[config.mk]
export PLATFORM = sky130hd
export DESIGN_NAME = stack_ctrl_sequencer
export DESIGN_NICKNAME = d
export VERILOG_FILES = /design/src/rtl/stack_ctrl_sequencer.sv
export SDC_FILE = /design/constraint.sdc
export NUM_CORES = 1
export LEC_CHECK = 0
export CAP_MARGIN = 10
export CORE_UTILIZATION = 35
export CTS_CLUSTER_DIAMETER = 80
export DETAILED_ROUTE_END_ITERATION = 10
export PLACE_DENSITY = 0.6
export SETUP_SLACK_MARGIN = 0.02
export SKIP_LAST_GASP = 1
export SYNTH_ARGS = -nofsm -noshare
export SYNTH_HDL_FRONTEND = slang
export SYNTH_SLANG_ARGS = --single-unit
[constraint.sdc]
create_clock -name clk -period 5.3 [get_ports clk]
set_input_delay 0.795 -clock clk [delete_from_list [all_inputs] [get_ports clk]]
set_output_delay 0.795 -clock clk [all_outputs]
set_load 0.02 [all_outputs]
[src/rtl/stack_ctrl_sequencer.sv]
// Control sequencer for the stack/TOS datapath: expands one accepted stack request into
// timed register-enable, mux-select and write strobes, and tracks the stack depth.
module stack_ctrl_sequencer #(
  parameter int ADDR_WIDTH  = 12,
  parameter int STACK_DEPTH = (1 << ADDR_WIDTH) - 1
) (
  input  logic                  clk,
  input  logic                  reset,
  input  logic                  req_valid,
  input  logic [2:0]            req_op,
  input  logic [2:0]            req_src,
  input  logic [ADDR_WIDTH-1:0] tos_restore,
  output logic                  req_ready,
  output logic                  done,
  output logic                  err_overflow,
  output logic                  err_underflow,
  output logic [ADDR_WIDTH-1:0] depth,
  output logic [2:0]            sel_mux_stack,
  output logic                  ctrl_reg_write_stack,
  output logic                  ctrl_stack,
  output logic                  ctrl_reg_read_stack,
  output logic                  ctrl_reg_read_mem,
  output logic                  ctrl_reg_write_mem,
  output logic                  ctrl_mem_ext,
  output logic                  ctrl_reg_tos,
  output logic                  sel_tos_updater,
  output logic                  sel_mux_tos
);

  localparam logic [ADDR_WIDTH-1:0] FULL = ADDR_WIDTH'(STACK_DEPTH);

  localparam logic [2:0] OP_PUSH    = 3'b000;
  localparam logic [2:0] OP_POP     = 3'b001;
  localparam logic [2:0] OP_LOAD    = 3'b010;
  localparam logic [2:0] OP_STORE   = 3'b011;
  localparam logic [2:0] OP_RESTORE = 3'b100;

  localparam logic [3:0] S_IDLE    = 4'd0;
  localparam logic [3:0] S_P_LATCH = 4'd1;
  localparam logic [3:0] S_P_WR    = 4'd2;
  localparam logic [3:0] S_P_INC   = 4'd3;
  localparam logic [3:0] S_D_DEC   = 4'd4;
  localparam logic [3:0] S_D_WAIT  = 4'd5;
  localparam logic [3:0] S_D_RD    = 4'd6;
  localparam logic [3:0] S_L_WAIT  = 4'd7;
  localparam logic [3:0] S_L_RD    = 4'd8;
  localparam logic [3:0] S_S_WREG  = 4'd9;
  localparam logic [3:0] S_S_WEXT  = 4'd10;
  localparam logic [3:0] S_T_LD    = 4'd11;
  localparam logic [3:0] S_ERR     = 4'd12;
  localparam logic [3:0] S_DONE    = 4'd13;

  logic [3:0]            state_q, state_d;
  logic [ADDR_WIDTH-1:0] depth_q, restore_q, restore_sat;
  logic [2:0]            src_q;
  logic                  store_q, ovf_q, unf_q;
  logic                  accept, is_full, is_empty;

  assign accept      = (state_q == S_IDLE) && req_valid;
  assign is_full     = (depth_q == FULL);
  assign is_empty    = (depth_q == '0);
  assign restore_sat = (restore_q > FULL) ? FULL : restore_q;

  always_comb begin
    state_d = state_q;
    unique case (state_q)
      S_IDLE: begin
        if (req_valid) begin
          unique case (req_op)
            OP_PUSH:    state_d = is_full ? S_ERR : S_P_LATCH;
            OP_LOAD:    state_d = is_full ? S_ERR : S_L_WAIT;
            OP_POP,
            OP_STORE:   state_d = is_empty ? S_ERR : S_D_DEC;
            OP_RESTORE: state_d = S_T_LD;
            default:    state_d = S_DONE;
          endcase
        end
      end
      S_P_LATCH: state_d = S_P_WR;
      S_P_WR:    state_d = S_P_INC;
      S_P_INC:   state_d = S_DONE;
      S_D_DEC:   state_d = S_D_WAIT;
      S_D_WAIT:  state_d = S_D_RD;
      S_D_RD:    state_d = store_q ? S_S_WREG : S_DONE;
      S_L_WAIT:  state_d = S_L_RD;
      S_L_RD:    state_d = S_P_LATCH;
      S_S_WREG:  state_d = S_S_WEXT;
      S_S_WEXT:  state_d = S_DONE;
      S_T_LD:    state_d = S_DONE;
      S_ERR:     state_d = S_DONE;
      default:   state_d = S_IDLE;
    endcase
  end

  always_ff @(posedge clk) begin
    if (reset) begin
      state_q   <= S_IDLE;
      depth_q   <= '0;
      restore_q <= '0;
      src_q     <= 3'b000;
      store_q   <= 1'b0;
      ovf_q     <= 1'b0;
      unf_q     <= 1'b0;
    end else begin
      state_q <= state_d;
      if (accept) begin
        // LOAD pushes the external-memory read register, always mux source 1.
        src_q     <= (req_op == OP_LOAD) ? 3'b001 : req_src;
        restore_q <= tos_restore;
        store_q   <= (req_op == OP_STORE);
        ovf_q     <= ((req_op == OP_PUSH) || (req_op == OP_LOAD)) && is_full;
        unf_q     <= ((req_op == OP_POP) || (req_op == OP_STORE)) && is_empty;
      end
      unique case (state_q)
        S_P_INC: depth_q <= depth_q + 1'b1;
        S_D_DEC: depth_q <= depth_q - 1'b1;
        S_T_LD:  depth_q <= restore_sat;
        default: depth_q <= depth_q;
      endcase
    end
  end

  always_comb begin
    req_ready            = (state_q == S_IDLE);
    done                 = (state_q == S_DONE);
    err_overflow         = (state_q == S_DONE) && ovf_q;
    err_underflow        = (state_q == S_DONE) && unf_q;
    sel_mux_stack        = 3'b000;
    ctrl_reg_write_stack = 1'b0;
    ctrl_stack           = 1'b0;
    ctrl_reg_read_stack  = 1'b0;
    ctrl_reg_read_mem    = 1'b0;
    ctrl_reg_write_mem   = 1'b0;
    ctrl_mem_ext         = 1'b0;
    ctrl_reg_tos         = 1'b0;
    sel_tos_updater      = 1'b0;
    sel_mux_tos          = 1'b0;
    unique case (state_q)
      S_P_LATCH: begin
        sel_mux_stack        = src_q;
        ctrl_reg_write_stack = 1'b1;
      end
      S_P_WR: begin
        sel_mux_stack = src_q;
        ctrl_stack    = 1'b1;
      end
      S_P_INC: begin
        sel_mux_stack   = src_q;
        ctrl_reg_tos    = 1'b1;
        sel_tos_updater = 1'b1;
      end
      S_D_DEC:  ctrl_reg_tos        = 1'b1;
      S_D_RD:   ctrl_reg_read_stack = 1'b1;
      S_L_RD:   ctrl_reg_read_mem   = 1'b1;
      S_S_WREG: ctrl_reg_write_mem  = 1'b1;
      S_S_WEXT: ctrl_mem_ext        = 1'b1;
      S_T_LD: begin
        sel_mux_tos  = 1'b1;
        ctrl_reg_tos = 1'b1;
      end
      default: ;
    endcase
  end

  assign depth = depth_q;

endmodule

==> results.sh <==
export IMPL_outcome="finished clean"
export IMPL_worstSetupStartpointType="register"
export IMPL_cts_setup_buffers=0
export IMPL_required_ns=4.51
export IMPL_initial_core_util_pct=36.4
export IMPL_setup_viol_count_final=0
export IMPL_routedWlPerCell_um=14.2
export IMPL_antenna_found_initial=0
export IMPL_rsz0062_at_grt="no"
export IMPL_vias=2240
export IMPL_placement_io_buffers=48
export IMPL_dieArea_sq_um=6510
export IMPL_reg2regPathDepth=8
export IMPL_io_pins=49
export IMPL_cts_max_path_buffers=2
export IMPL_wl_um=5770
export IMPL_grt_max_degree=32
export IMPL_ys_dominant_reg_cell="dfxtp_1"
export IMPL_skew_ns=0.00497
export IMPL_cts_resized=0
export IMPL_core_area_sq_um=5960
export IMPL_instances_no_fill=407
export IMPL_synth_compound_area_share_pct=22.7
export IMPL_synth_xor_xnor_area_share_pct=0.404
export IMPL_syn_cell_area_sq_um=2170
export IMPL_h_tree_depth=2
export IMPL_critPathLaunch="state_q[3]"
export IMPL_fin_tns_setup_ns=0
export IMPL_dpl_cell_count=399
export IMPL_clk_pin_slew_ns=0.08
export IMPL_drt_iter0_drc=344
export IMPL_holdCritStartpoint="src_q[1]"
export IMPL_endpoint_kind="output port"
export IMPL_globalplace_congestion=0.787
export IMPL_final_util_pct=45.9
export IMPL_hold_viol_final=0
export IMPL_synthSimpleGateAreaFrac_pct=35.5
export IMPL_synthAdderAreaFrac_pct=0.577
export IMPL_fmax_mhz=276
export IMPL_root_buffer="clkbuf_8"
export IMPL_hold_path_class="register to register"
export IMPL_drv_slew=0
export IMPL_cts_hold_buffers=0
export IMPL_fin_crit_sh_pct=68.5
export IMPL_n_fill_cell=631
export IMPL_final_nets=353
export IMPL_synth_edff_count=0
export IMPL_grt_pass1_vias=1935
export IMPL_min_to="src_q[1]"
export IMPL_mostFrequentLayoutCells="nand2_1, clkdlybuf4s50_1, nor2_1"
export IMPL_grt_usage_pct=18.7
export IMPL_timing_final_crit_period_ns=3.63
export IMPL_n_antenna_cell=0
export IMPL_drt_pass1_iterations=6
export IMPL_ys_types=56
export IMPL_p_leak_nw=0.918
export IMPL_hold_path_depth=2
export IMPL_ir_drop_mv=0.170
export IMPL_ys_ff_latch=34
export IMPL_async_flop_share_pct=0
export IMPL_worst_slew_pin_slew_ns=0.835
export IMPL_rrSetupSlack_ns=2.23
export IMPL_yosysSeqAreaShare_pct=31.4
export IMPL_synth_area_leaders="dfxtp_1, nand2_1, a21oi_1"
export IMPL_yosys_warnings=0
export IMPL_drc_errors=0
export IMPL_ant_nets=0
export IMPL_numCtsBuffers=5
export IMPL_drv_cap=0
export IMPL_die_x_um=80.7
export IMPL_synth_mux_area_share_pct=3.29
export IMPL_timing_rr_start="state_q[3]"
export IMPL_relSlewSlack_pct=43.8
export IMPL_synth_nets=320
export IMPL_r2r_end="depth[8]"
export IMPL_pwr_density_cell_nw_per_um2=530
export IMPL_rows=28
export IMPL_insertion_delay_ns=0.28
export IMPL_dpl_hpwl_um=4090
export IMPL_drt_vias_per_instance=5.50
export IMPL_yosys_area_top_type="dfxtp_1"
export IMPL_fp_dieH_um=80.7
export IMPL_numClockSinks=34
export IMPL_crit_type="register to output port"
export IMPL_synth_top_family_by_area="simple AND/OR/NAND/NOR gates"
export IMPL_layout_drive_gt1_share_pct=7.53
export IMPL_arrival_ns=2.83
export IMPL_area_growth_pct=26.0
export IMPL_grt_ovfl_total=0
export IMPL_cts_tree="yes"
export IMPL_grt_pass1_wl_um=9670
export IMPL_synth_top_area_share_pct=31.4
export IMPL_syn_inst=298
export IMPL_avgSynthCellArea_sq_um=7.28
export IMPL_critPathMaxFanout=17
worst max path at each step:
stage | to | depth (start not counted)
global route | sel_mux_tos | 3
finish | sel_mux_tos | 3
floorplan | depth[8] | 10
CTS | sel_mux_tos | 3
detailed placement | sel_mux_tos | 3
global placement | ctrl_reg_tos | 5
stage by stage:
stage | area (sq um) | setup slack (ns) | hold WS, ns | power, mW
finish | 2730 | 1.67 | 0.449 | 1.45
global route | 2730 | 1.52 | 0.478 | 1.56
CTS | 2730 | 1.70 | 0.453 | 1.45
detailed placement | 2640 | 2.00 | 0.442 | 1.26
global placement | 2640 | 2.03 | 0.436 | 1.26
floorplan | 2170 | 2.68 | 0.427 | 1.02
synth_stat cells, drive strengths merged (6+ instances only):
| cell type | number |
|---|---|
| a21oi | 32 |
| a31oi | 8 |
| buf | 9 |
| clkbuf | 15 |
| dfxtp | 34 |
| mux2i | 6 |
| nand2 | 48 |
| nand3 | 14 |
| nor2 | 36 |
| nor3 | 14 |
| o21ai | 7 |
power breakdown:
part	switching (mW)	total [mW]	internal, mW
Clock	0.100	0.193	0.0923
Combinational	0.445	0.781	0.336
Sequential	0.148	0.473	0.325
state kept, by name, summed over array words and instances, names as in the netlist:
signal     cells
depth         12
ovf_q          1
restore_q     12
src_q          3
state_q        4
store_q        1
unf_q          1
cell type report:
cell class	instances	area [sq um]	area share [%]
Clock buffer	5	68.8	2.52
Inverter	5	18.8	0.687
Sequential cell	34	681	24.9
Clock inverter	3	21.3	0.778
Tap cell	75	93.8	3.43
Multi-Input combinational cell	235	1350	49.5
Timing Repair Buffer	50	495	18.1
layer usage:
metal  share of wire (%)  GRT usage, %  vias up
li1                    -             -     1136
met1                  50          28.9     1038
met2                  45          27.1       62
met3                 4.2          2.39        4
met4                0.62          4.11        0
met5                   0             0        -
cell families after synthesis:
logic type | Yosys count
muxes | 7
adders and majority gates | 1
DFF | 34
and+or+nand+nor | 151
AOI/OAI and AO/OA | 75
buffers and inverters | 29
xor gates and xnor gates | 1
critical path, cell delays in order, from the launching register on:
cell and delay [ns]:
dfxtp_1 0.70, nand4b_1 0.56, inv_1 0.59, clkdlybuf4s50_1 0.70
Power figures use the tool's default switching activity.
